## config.mk

```make
export PLATFORM = sky130hd
export DESIGN_NAME = tone_pwm_gen
export DESIGN_NICKNAME = d
export VERILOG_FILES = /design/src/rtl/tone_pwm_gen.sv
export SDC_FILE = /design/constraint.sdc
export NUM_CORES = 1
export LEC_CHECK = 0
export ABC_AREA = 1
export CORE_MARGIN = 8
export CORE_UTILIZATION = 56
export CTS_CLUSTER_DIAMETER = 80
export DETAILED_ROUTE_END_ITERATION = 7
export GPL_ROUTABILITY_DRIVEN = 1
export MAX_ROUTING_LAYER = met4
export PLACE_DENSITY = 0.71
export SLEW_MARGIN = 15
export SYNTH_ARGS = -nofsm -noshare
export SYNTH_HDL_FRONTEND = slang
export SYNTH_SLANG_ARGS = --single-unit
```

## constraint.sdc

```tcl
create_clock -name clk -period 15.05 [get_ports clk]
set_input_delay 3.7625 -clock clk [delete_from_list [all_inputs] [get_ports clk]]
set_output_delay 3.7625 -clock clk [all_outputs]
set_load 0.01 [all_outputs]
```

## src/rtl/tone_pwm_gen.sv

```systemverilog
// Tone generator: turns a half-period count from the melody player into a
// duty-controlled square wave. A new note, a volume change or a stop only
// takes effect at the end of a period, so the buzzer never sees a runt pulse.
module tone_pwm_gen #(
  parameter int unsigned CNT_W    = 32,
  parameter int unsigned MIN_HALF = 2
) (
  input  logic             clk,
  input  logic             reset,
  input  logic [CNT_W-1:0] frequency,
  input  logic             enable,
  input  logic [2:0]       duty,
  output logic             pwm,
  output logic             busy,
  output logic             note_start,
  output logic [15:0]      cycle_cnt
);

  // The period counter is one bit wider than the half-period so that
  // P = 2*H never overflows, even for the largest H.
  localparam int unsigned P_W    = CNT_W + 1;
  localparam int unsigned PROD_W = CNT_W + 4;

  typedef enum logic {
    IDLE = 1'b0,
    PLAY = 1'b1
  } state_t;

  state_t           r_state;
  state_t           w_state_nxt;
  logic [CNT_W-1:0] r_h;
  logic [CNT_W-1:0] w_h_nxt;
  logic [2:0]       r_d;
  logic [2:0]       w_d_nxt;
  logic [P_W-1:0]   r_cnt;
  logic [P_W-1:0]   w_cnt_nxt;
  logic [15:0]      r_cycle_cnt;
  logic [15:0]      w_cycle_cnt_nxt;
  logic             r_pwm;
  logic             w_pwm_nxt;
  logic             r_busy;
  logic             r_note_start;
  logic             w_note_start_nxt;

  logic             w_valid;
  logic [P_W-1:0]   w_period;
  logic             w_period_end;

  // High time of one period in clk cycles: (2*H*D) >> 3, truncated.
  function automatic logic [P_W-1:0] f_high_len(input logic [CNT_W-1:0] h,
                                                input logic [2:0]       d);
    logic [PROD_W-1:0] prod;
    prod = PROD_W'({h, 1'b0}) * PROD_W'(d);
    return P_W'(prod >> 3);
  endfunction

  // A note is playable only when enabled and long enough; short or zero
  // half-periods count as silence.
  assign w_valid      = enable && (frequency != '0) &&
                        (frequency >= CNT_W'(MIN_HALF));
  assign w_period     = {r_h, 1'b0};
  assign w_period_end = (r_cnt == (w_period - P_W'(1)));

  // Next-state, latched-note and next-output logic.
  always_comb begin
    w_state_nxt      = r_state;
    w_h_nxt          = r_h;
    w_d_nxt          = r_d;
    w_cnt_nxt        = r_cnt;
    w_cycle_cnt_nxt  = r_cycle_cnt;
    w_note_start_nxt = 1'b0;
    w_pwm_nxt        = 1'b0;

    case (r_state)
      IDLE: begin
        w_cnt_nxt = '0;
        if (w_valid) begin
          w_state_nxt      = PLAY;
          w_h_nxt          = frequency;
          w_d_nxt          = duty;
          w_cycle_cnt_nxt  = '0;
          w_note_start_nxt = 1'b1;
        end
      end
      PLAY: begin
        if (!w_period_end) begin
          w_cnt_nxt = r_cnt + P_W'(1);
        end else if (!w_valid) begin
          w_state_nxt = IDLE;
          w_cnt_nxt   = '0;
        end else if (frequency != r_h) begin
          w_h_nxt          = frequency;
          w_d_nxt          = duty;
          w_cnt_nxt        = '0;
          w_cycle_cnt_nxt  = '0;
          w_note_start_nxt = 1'b1;
        end else begin
          w_d_nxt   = duty;
          w_cnt_nxt = '0;
          if (r_cycle_cnt != 16'hFFFF) begin
            w_cycle_cnt_nxt = r_cycle_cnt + 16'd1;
          end
        end
      end
      default: begin
        w_state_nxt = IDLE;
        w_cnt_nxt   = '0;
      end
    endcase

    // pwm is registered against the counter value it will accompany.
    if (w_state_nxt == PLAY) begin
      w_pwm_nxt = (w_cnt_nxt < f_high_len(w_h_nxt, w_d_nxt));
    end
  end

  // State and output registers with synchronous active-low reset.
  always_ff @(posedge clk) begin
    if (!reset) begin
      r_state      <= IDLE;
      r_h          <= '0;
      r_d          <= '0;
      r_cnt        <= '0;
      r_cycle_cnt  <= '0;
      r_pwm        <= 1'b0;
      r_busy       <= 1'b0;
      r_note_start <= 1'b0;
    end else begin
      r_state      <= w_state_nxt;
      r_h          <= w_h_nxt;
      r_d          <= w_d_nxt;
      r_cnt        <= w_cnt_nxt;
      r_cycle_cnt  <= w_cycle_cnt_nxt;
      r_pwm        <= w_pwm_nxt;
      r_busy       <= (w_state_nxt == PLAY);
      r_note_start <= w_note_start_nxt;
    end
  end

  assign pwm        = r_pwm;
  assign busy       = r_busy;
  assign note_start = r_note_start;
  assign cycle_cnt  = r_cycle_cnt;

endmodule

```

==> impl_summary.log, run 1 <==
[metrics] synthesized area per cell: 5.98 µm²
[metrics] count leader, synth: nand2_1
[metrics] clock network power share: 0.292
[metrics] CTS buffer count: 9
[metrics] Crit path largest cell delay: 0.76 ns
[metrics] run status: finished clean
[metrics] Worst Skew: 0.00925 ns
[metrics] maximum number of pins on one net before global-route repair: 75
[metrics] number of sinks handled by clock tree synthesis: 87
[metrics] WL/cell: 16.0 µm
[metrics] power density over the cells: 68.5 nW/µm²
[metrics] gate count of the mapped netlist: 1,753
[metrics] Antenna Diode Count: 0
[metrics] number of flops mapped to enable cells by yosys: 0
[metrics] total die area: 23,400 µm²
[metrics] Most common cell on crit path: nand2_1
[metrics] Seq pwr share: 0.327
[metrics] Skew-Pair Late Insertion Delay: 0.37 ns
[metrics] delay-heaviest family, CP: simple AND/OR/NAND/NOR gates
[metrics] Hold Buf Count CTS: 0
[metrics] detailed-routing iteration count for the pre-antenna-repair pass: 5
[metrics] clock tree from TritonCTS: yes
[metrics] Area contributors post-synth: nand2_1, dfxtp_1, inv_1
[metrics] placement row count: 50
[metrics] core footprint: 18,500 µm²
[metrics] shortest period the worst path allows: 11.04 ns
[metrics] maximum number of buffers from clock root to sink: 2
[metrics] post-route ant nets: 0
[metrics] layout cells sized above 1: 0.0320
[metrics] vias after detailed routing: 11,200
[metrics] primary flip-flop cell chosen by synthesis mapping: dfxtp_1
[metrics] Crit path required time: 15.31 ns
[metrics] wire length reported by the detailed router: 32,200 µm
[metrics] last weighted congestion value of the routability-driven placer: 0.984
[metrics] layout overhead on the synthesized area: 9.02%
[metrics] Clock Pin Slew Worst Setup and Hold Paths: 0.07 ns
[metrics] maximum fanout along the worst path: 29
[metrics] most frequent cells after synthesis: nand2_1, inv_1, nor2_1, a21oi_1, nand3_1
[metrics] net count of the finished layout: 1,914
[metrics] Mapped Area: 10,500 µm²
[metrics] arrival time reported for the critical path endpoint: 11.30 ns
[metrics] largest area contributor in the netlist: nand2_1
[metrics] maximum capacitance violations: 0
[metrics] number of DRC violations after detailed-routing iteration 0: 1,020
[metrics] Die Y-Extent: 153 µm
[metrics] Sequential Area: 1740 µm²
[metrics] Worst Setup Path Type: primary input to register
[metrics] critical path capture point type: register
[metrics] final slew viol count: 0
[metrics] setup repair after global routing missed its margin: false
[metrics] startpoint types: primary input
[metrics] die extent in x: 153 µm
[metrics] grt ovf: 0
[metrics] post-route cell area: 11,400 µm²
[metrics] number of remaining DRC errors: 0
[metrics] synthesized net count: 1,890
[metrics] Tightest Hold Check Type: register to register
[metrics] Worst IR Drop VDD: 0.0557 mV
[metrics] Lkg Pwr: 5.56 nW
[metrics] fillcell total: 1,850
[metrics] root buffer cell: clkbuf_16
[metrics] logic gate share of total power: 0.381
[metrics] area of placed instances: 11,100 µm²
[metrics] overall global routing resource usage: 0.283
[metrics] count of cell types in the netlist: 44
[metrics] number of gates given a new drive strength after cts: 0
[metrics] internal portion of total power: 456 µW
[metrics] detail-routed via count per cell: 5.54
[metrics] async set or reset register ratio after synthesis: 0
[metrics] total number of H-tree levels: 3
[metrics] Tightest Pin Transition: 1.04 ns
[metrics] combined area of the multi-input logic cells: 7540 µm²
[metrics] number of top-level design ports: 57
[metrics] utilization after layout: 0.618
[metrics] initial core utilization: 0.566
[metrics] initial antenna violation count: 0
[metrics] net switching power: 327 µW
[metrics] # Post-CTS Setup Buffers: 0
[metrics] Synthesis Warnings: 0
[metrics] top cell type's share of synthesized area: 0.179
[metrics] count of buffering cells on the critical path with inverters included: 5
[metrics] wire length of the first global-routing pass: 52,600 µm
[metrics] final number of hold-violating endpoints: 0
[metrics] Setup TNS Final: 0 ns
[metrics] flops & latches, synth: 87
[metrics] Crit-path slowest cell: nand2_1
[metrics] sequential area share after synthesis: 0.166
[metrics] maximum achievable frequency: 90.6 MHz
[metrics] final number of setup-violating endpoints: 0
[metrics] Port-buffer cells: 56
[metrics] vias in the first global route: 10,400
[metrics] crit share post-route: 0.734
[metrics] switching portion of total power: 0.418
[metrics] worst max-slew margin expressed relative to the limit: 0.303
[metrics] Final HPWL DP: 26,200 µm
-- worst min-delay path, stage by stage (launching register included) --
cell and delay (ns):
dfxtp_1 0.34, inv_1 0.08, a21oi_1 0.06
-- final timing paths --
check / slack [ns] / from / depth (start not counted) / to
min: 0.51 / cycle_cnt[14] / 2 / cycle_cnt[14]
min reg2reg: 0.51 / cycle_cnt[14] / 2 / cycle_cnt[14]
max: 4.01 / frequency[26] / 32 / pwm
max reg2reg: 6.35 / r_h[1] / 35 / pwm
-- cell families (layout without fill, tap and decap cells) --
logic type      count (synthesis)  count (layout)  share of synthesized area
fa+ha+maj                      99              99                      0.140
buf+inv                       305             334                      0.117
xor+xnor                       94              94                     0.0798
simple gates                  950             950                      0.385
compound gates                218             218                      0.112
flops                          87              87                      0.166
-- through the flow --
| stage | cells | hold WS, ns | setup WS [ns] | total power [mW] |
|---|---|---|---|---|
| final | 2016 | 0.513 | 4.01 | 0.783 |
| after floorplan | 1753 | 0.465 | 5.80 | 0.469 |
| after global placement | 2000 | 0.503 | 3.91 | 0.551 |
| after global routing | 2016 | 0.542 | 3.37 | 0.835 |
| after detailed placement | 2000 | 0.507 | 3.78 | 0.553 |
| after CTS | 2016 | 0.520 | 4.11 | 0.781 |
-- layout make-up --
cell class / count / share of cell area
clock buffers: 9 / 0.0197
repair buffers: 63 / 0.0536
inverters: 255 / 0.0837
flip-flops and latches: 87 / 0.152
well taps: 234 / 0.0256
multi-input cells: 1361 / 0.660
clock inverters: 7 / 0.00547
-- cells in the final DEF (no fill, tap or decap), drive strengths merged, types with 4 or more instances in the layout --
cell type      synthesis  routed
nor4                  11      11
nand2                506     506
a211oi                 4       4
nor2                 220     220
buf                   27       7
nand3                 95      95
inv                  253     257
xor2                  56      56
clkdlybuf4s50          0      56
a21oi                115     115
dfxtp                 87      87
o21bai                 5       5
a21boi                 7       7
fa                    31      31
xnor2                 37      37
a31oi                 12      12
nor3                  58      58
ha                    68      68
clkbuf                23       9
nand4                 53      53
clkinv                 2       4
o21ai                 66      66
nand3b                 4       4
-- registers in the layout (all words and copies together) (netlist names) --
| name | flops |
|---|---|
| busy | 1 |
| cycle_cnt | 16 |
| note_start | 1 |
| pwm | 1 |
| r_cnt | 33 |
| r_d | 3 |
| r_h | 32 |
-- power groups by stage --
stage               combinational, mW  sequential, mW  clock [mW]
floorplan                       0.213           0.256           0
global placement                0.290           0.261           0
detailed placement              0.292           0.261           0
CTS                             0.294           0.255       0.232
global route                    0.337           0.257       0.240
finish                          0.298           0.256       0.229
-- per-layer routing --
layer | wire [µm] | share of wire | vias up | track usage
met1 | 15100 | 0.47 | 5047 | 0.386
met5 | 0 | 0 | - | -
met2 | 13800 | 0.43 | 401 | 0.425
li1 | - | - | 5660 | -
met3 | 2430 | 0.076 | 52 | 0.0414
met4 | 804 | 0.025 | 0 | 0.0844
Power figures use the tool's default switching activity.
==> inputs of run 2 (changes only) <==
Clock period 15.05 ns to 10.7 ns, I/O delays scaled along.
==> impl_summary.log, run 2 (synthesized netlist as in run 1, its figures left out) <==
[metrics] launching point of the worst reg2reg path: r_h[5]
[metrics] post-route ant nets: 0 (unchanged)
[metrics] # Post-CTS Setup Buffers: 0 (unchanged)
[metrics] initial core utilization: 0.566 (unchanged)
[metrics] number of DRC violations after detailed-routing iteration 0: 818 (-20%)
[metrics] root buffer cell: clkbuf_16
[metrics] Crit path required time: 10.95 ns (-4.36 ns)
[metrics] core footprint: 18,500 µm² (unchanged)
[metrics] number of sinks handled by clock tree synthesis: 87 (unchanged)
[metrics] Final HPWL DP: 26,800 µm (+2.0%)
[metrics] maximum number of buffers from clock root to sink: 2 (unchanged)
[metrics] Antenna Diode Count: 0 (unchanged)
[metrics] maximum number of pins on one net before global-route repair: 75 (unchanged)
[metrics] layout overhead on the synthesized area: 9.30%
[metrics] CTS buffer count: 9 (unchanged)
[metrics] Most common cell on crit path: nand2_1
[metrics] Sequential Area: 1740 µm² (unchanged)
[metrics] final number of setup-violating endpoints: 0 (unchanged)
[metrics] combined area of the multi-input logic cells: 7530 µm² (about the same)
[metrics] crit share post-route: 0.879
[metrics] critical path capture point type: register
[metrics] commonest cells after routing, fill and taps aside: nand2_1, inv_1, nor2_1
[metrics] number of top-level design ports: 57 (unchanged)
[metrics] flip-flop count of the largest register after layout: 33 (unchanged)
[metrics] power density over the cells: 97.8 nW/µm² (+43%)
[metrics] final number of hold-violating endpoints: 0 (unchanged)
[metrics] startpoint types: primary input
[metrics] Port-buffer cells: 56 (unchanged)
[metrics] layout cells sized above 1: 0.0336 (+0.00163)
[metrics] Post-Place Setup Slack: 1.02 ns (-2.75 ns)
[metrics] fillcell total: 1,862 (+0.65%)
[metrics] RR Endpoint: pwm
[metrics] Worst IR Drop VDD: 0.0834 mV (+50%)
[metrics] shortest period the worst path allows: 9.41 ns
[metrics] Hold Buf Count CTS: 0 (unchanged)
[metrics] clock tree from TritonCTS: yes
[metrics] Skew-Pair Late Insertion Delay: 0.36 ns (about the same)
[metrics] grt ovf: 0 (unchanged)
[metrics] commonest non-fill, non-tap cell in the layout: nand2_1
[metrics] count of cell instances traversed by the critical path: 35 (+9.4%)
[metrics] count of buffering cells on the critical path with inverters included: 5 (unchanged)
[metrics] total die area: 23,400 µm² (unchanged)
[metrics] final slew viol count: 0 (unchanged)
[metrics] Clock Pin Slew Worst Setup and Hold Paths: 0.07 ns (about the same)
[metrics] vias after detailed routing: 11,300 (+0.93%)
[metrics] last weighted congestion value of the routability-driven placer: 0.976 (-0.80%)
[metrics] delay-heaviest family, CP: simple AND/OR/NAND/NOR gates
[metrics] WL/cell: 16.5 µm (+3.0%)
[metrics] Tightest Pin Transition: 0.854 ns (-0.189 ns)
[metrics] path depth of the worst reg2reg path: 38 (+8.6%)
[metrics] Die Y-Extent: 153 µm (unchanged)
[metrics] vias in the first global route: 10,500 (+0.84%)
[metrics] wire length reported by the detailed router: 33,200 µm (+3.2%)
[metrics] post-route setup slack: 1.29 ns (-2.72 ns)
[metrics] total number of H-tree levels: 3 (unchanged)
[metrics] launch point of the critical path: frequency[26]
[metrics] die extent in x: 153 µm (unchanged)
[metrics] wire length of the first global-routing pass: 53,700 µm (+2.1%)
[metrics] utilization after layout: 0.619 (+0.00162)
[metrics] detailed-routing iteration count for the pre-antenna-repair pass: 5 (unchanged)
[metrics] initial antenna violation count: 0 (unchanged)
[metrics] maximum capacitance violations: 0 (unchanged)
[metrics] number of gates given a new drive strength after cts: 0 (unchanged)
[metrics] maximum fanout along the worst path: 16 (-45%)
[metrics] arrival time reported for the critical path endpoint: 9.66 ns (-1.64 ns)
[metrics] Worst Skew: 0.0198 ns (+0.0106 ns)
[metrics] maximum achievable frequency: 106 MHz
[metrics] worst max-slew margin expressed relative to the limit: 0.431 (+0.128)
[metrics] Tightest Hold Check Type: register to register
[metrics] overall global routing resource usage: 0.291 (+0.00843)
[metrics] placement row count: 50 (unchanged)
[metrics] Worst Setup Path Type: primary input to register
[metrics] run status: finished clean
[metrics] R2R Setup Slk: 2.39 ns (-3.96 ns)
[metrics] net count of the finished layout: 1,917 (+0.16%)
[metrics] setup repair after global routing missed its margin: false
[metrics] Crit-path slowest cell: nand4_1
[metrics] Setup TNS Final: 0 ns (unchanged)
[metrics] register name with the most flops: r_cnt
[metrics] number of remaining DRC errors: 0 (unchanged)
[metrics] Crit path largest cell delay: 0.71 ns (-0.05 ns)
[metrics] detail-routed via count per cell: 5.58 (+0.78%)
[metrics] crit path to: pwm
[metrics] Lkg Pwr: 5.58 nW (+0.40%)
run 2: worst min-delay path by stage:
stage | startpoint | slack (ns) | depth (start not counted) | to
CTS | cycle_cnt[14] | 0.52 | 2 | cycle_cnt[14]
global route | cycle_cnt[14] | 0.54 | 2 | cycle_cnt[14]
floorplan | r_cnt[0] | 0.47 | 1 | r_cnt[0]
detailed placement | cycle_cnt[14] | 0.50 | 2 | cycle_cnt[14]
global placement | cycle_cnt[14] | 0.50 | 2 | cycle_cnt[14]
finish | cycle_cnt[14] | 0.51 | 2 | cycle_cnt[14]
run 2: per-layer routing:
metal,up-vias,track usage,part of all wire
li1,5659,-,-
met1,5198,0.393,0.47
met2,364,0.449,0.44
met3,43,0.0341,0.064
met4,0,0.0905,0.025
met5,-,-,0
run 2: report_power, final:
| group | total [mW] | switching, mW | leakage (nW) | internal [mW] |
|---|---|---|---|---|
| Combinational | 0.421 | 0.280 | 4.72 | 0.141 |
| Clock | 0.340 | 0.156 | 0.147 | 0.184 |
| Sequential | 0.360 | 0.0226 | 0.711 | 0.338 |
run 2: tightest hold or removal path: cells and delay by family (launching register included):
| kind | cells | cell delay (ns) |
|---|---|---|
| flops | 1 | 0.34 |
| buf+inv | 1 | 0.07 |
| compound gates | 1 | 0.06 |
run 2: metrics by stage:
step                power (mW)  instances  cell area [µm²]  hold WS [ns]
detailed placement       0.781       2003            11200         0.496
finish                    1.12       2019            11500         0.512
global placement         0.778       2003            11200         0.503
CTS                       1.12       2019            11500         0.516
global route              1.19       2019            11500         0.536
floorplan                0.660       1753            10500         0.465
run 2: cell type report:
class,instances,area share
multi-input cells,1361,0.657
flip-flops and latches,87,0.152
inverters,255,0.0835
repair buffers,66,0.0554
well taps,234,0.0255
clock buffers,9,0.0196
clock inverters,7,0.00677
==> inputs of run 3 (changes only) <==
Settings changed: CORE_UTILIZATION 56 to 40, PLACE_DENSITY 0.71 to default, PLACE_DENSITY_LB_ADDON from default to 0.25.
==> impl_summary.log, run 3 (synthesized netlist as in run 1, its figures left out) <==
[metrics] count of cells along the worst hold path: 2 (unchanged)
[metrics] Seq pwr share: 0.321 (about the same)
[metrics] logic gate share of total power: 0.378 (+0.003)
[metrics] initial antenna violation count: 0 (unchanged)
[metrics] last weighted congestion value of the routability-driven placer: 0.986 (+1.1%)
[metrics] number of remaining DRC errors: 0 (unchanged)
[metrics] layout cells sized above 1: 0.0331 (-0.000560)
[metrics] clock tree from TritonCTS: yes
[metrics] WL/cell: 16.4 µm (-0.23%)
[metrics] Setup TNS Final: 0 ns (unchanged)
[metrics] root buffer cell: clkbuf_16
[metrics] Tightest Pin Transition: 0.849 ns (-0.00489 ns)
[metrics] maximum achievable frequency: 106 MHz (unchanged)
[metrics] number of gates given a new drive strength after cts: 0 (unchanged)
[metrics] clock network power share: 0.301 (-0.002)
[metrics] commonest non-fill, non-tap cell in the layout: nand2_1
[metrics] Port-buffer cells: 56 (unchanged)
[metrics] net count of the finished layout: 1,917 (unchanged)
[metrics] setup repair after global routing missed its margin: false
[metrics] post-route ant nets: 0 (unchanged)
[metrics] switching portion of total power: 0.406 (-0.00309)
[metrics] shortest period the worst path allows: 9.41 ns (+0.0000200 ns)
[metrics] run status: finished clean
[metrics] Most common cell on crit path: nand2_1
[metrics] Worst Skew: 0.0166 ns (-0.00326 ns)
[metrics] post-route cell area: 11,600 µm² (+1.1%)
[metrics] peak-usage layer in the global routing report: met2
[metrics] maximum number of pins on one net before global-route repair: 71 (-5.3%)
[metrics] maximum number of buffers from clock root to sink: 2 (unchanged)
[metrics] met2 Use GR: 0.356 (-0.0929)
[metrics] critical path capture point type: register
[metrics] wire length reported by the detailed router: 34,800 µm (+4.8%)
[metrics] worst max-slew margin expressed relative to the limit: 0.434 (+0.00326)
[metrics] Worst IR Drop VDD: 0.0702 mV (-16%)
[metrics] Worst Setup Path Type: primary input to register
[metrics] layout overhead on the synthesized area: 10.5%
[metrics] final slew viol count: 0 (unchanged)
[metrics] area of placed instances: 11,300 µm² (+1.1%)
[metrics] startpoint types: primary input
[metrics] Crit path required time: 10.93 ns (-0.02 ns)
[metrics] maximum fanout along the worst path: 63 (+47)
[metrics] # Post-CTS Setup Buffers: 0 (unchanged)
[metrics] path depth of the worst reg2reg path: 39 (+2.6%)
[metrics] Final HPWL DP: 28,500 µm (+6.5%)
[metrics] detailed-routing iteration count for the pre-antenna-repair pass: 6 (+1)
[metrics] Antenna Diode Count: 0 (unchanged)
[metrics] placement row count: 59 (+18%)
[metrics] maximum capacitance violations: 0 (unchanged)
[metrics] Crit path largest cell delay: 0.66 ns (-0.05 ns)
[metrics] Crit-path slowest cell: nor4_1
[metrics] Clock Pin Slew Worst Setup and Hold Paths: 0.07 ns (about the same)
[metrics] arrival time reported for the critical path endpoint: 9.64 ns (-0.02 ns)
[metrics] met1 global-route usage: 0.319 (-0.0745)
[metrics] vias in the first global route: 10,300 (-1.8%)
[metrics] number of DRC violations after detailed-routing iteration 0: 1,141 (+39%)
[metrics] register name with the most flops: r_cnt
[metrics] internal portion of total power: 667 µW (+0.66%)
[metrics] flip-flop count of the largest register after layout: 33 (unchanged)
[metrics] met3 track utilization from global routing: 0.0179 (-0.0162)
[metrics] power density over the cells: 96.9 nW/µm² (-0.93%)
[metrics] grt ovf: 0 (unchanged)
[metrics] number of top-level design ports: 57 (unchanged)
[metrics] net switching power: 456 µW (-0.62%)
[metrics] initial core utilization: 0.405 (-0.162)
[metrics] detail-routed via count per cell: 5.23 (-6.3%)
[metrics] Die Y-Extent: 178 µm (+16%)
[metrics] vias after detailed routing: 11,100 (-1.6%)
[metrics] final number of setup-violating endpoints: 0 (unchanged)
[metrics] CTS buffer count: 9 (unchanged)
[metrics] number of sinks handled by clock tree synthesis: 87 (unchanged)
[metrics] die extent in x: 178 µm (+16%)
[metrics] Lkg Pwr: 5.59 nW (about the same)
[metrics] commonest cells after routing, fill and taps aside: nand2_1, inv_1, nor2_1
[metrics] wire length of the first global-routing pass: 55,700 µm (+3.7%)
[metrics] final number of hold-violating endpoints: 0 (unchanged)
[metrics] overall global routing resource usage: 0.228 (-0.0628)
[metrics] Hold Buf Count CTS: 0 (unchanged)
[metrics] Tightest Hold Check Type: register to register
[metrics] total number of H-tree levels: 3 (unchanged)
[metrics] total die area: 31,700 µm² (+35%)
[metrics] crit share post-route: 0.879 (about the same)
[metrics] Skew-Pair Late Insertion Delay: 0.35 ns (about the same)
[metrics] core footprint: 25,900 µm² (+40%)
[run 3: cell types whose count changed in the layout (fill, tap and decap cells not counted)]
cell,delta
clkinv_2,+1
clkbuf_8,+1
clkinv_4,+1
inv_6,-3
clkinvlp_4,-1
clkbuf_1,+1
[run 3: layout make-up]
cell class / count / area (µm²)
Clock inverter: 5 / 57.6
Timing Repair Buffer: 66 / 636
Inverter: 255 / 957
Multi-Input combinational cell: 1361 / 7530
Fill cell: 2754 / 14300
Tap cell: 335 / 419
Clock buffer: 11 / 243
Sequential cell: 87 / 1740
[run 3: routing by layer]
metal,vias to the layer above,routed length [µm]
met2,321,15700
li1,5669,-
met5,-,0
met4,0,505
met1,5070,16500
met3,28,2130
[run 3: critical path, delay by kind of cell]
kind / cells / cell delay [ns]
AO/OA/AOI/OAI: 6 / 1.73
adder cells (fa/ha/maj): 4 / 1.47
AND/OR/NAND/NOR: 14 / 2.33
buffers and inverters: 4 / 1.25
XOR/XNOR: 1 / 0.16
[run 3: worst paths after layout]
kind | from | end | slack [ns]
hold reg to reg | cycle_cnt[14] | cycle_cnt[14] | 0.53
setup / recovery | frequency[30] | pwm | 1.29
setup reg to reg | r_h[0] | pwm | 3.13
hold / removal | cycle_cnt[14] | cycle_cnt[14] | 0.53
[run 3: per-stage QoR]
stage,hold WS [ns],utilization,cells,power (mW),setup slack [ns]
6_report,0.534,0.447,2120,1.12,1.29
5_1_grt,0.563,0.447,2120,1.19,0.692
4_1_cts,0.533,0.447,2120,1.12,1.29
3_5_place_dp,0.524,0.436,2104,0.788,0.975
3_3_place_gp,0.510,0.436,2104,0.784,0.935
2_1_floorplan,0.465,-,1753,0.660,2.54
[run 3: power groups by stage]
stage                     clock, mW  sequential (mW)  combinational [mW]
after floorplan                   0            0.361               0.299
after global placement            0            0.368               0.417
after detailed placement          0            0.368               0.421
after CTS                     0.341            0.360               0.422
after global routing          0.355            0.362               0.475
final                         0.338            0.361               0.424
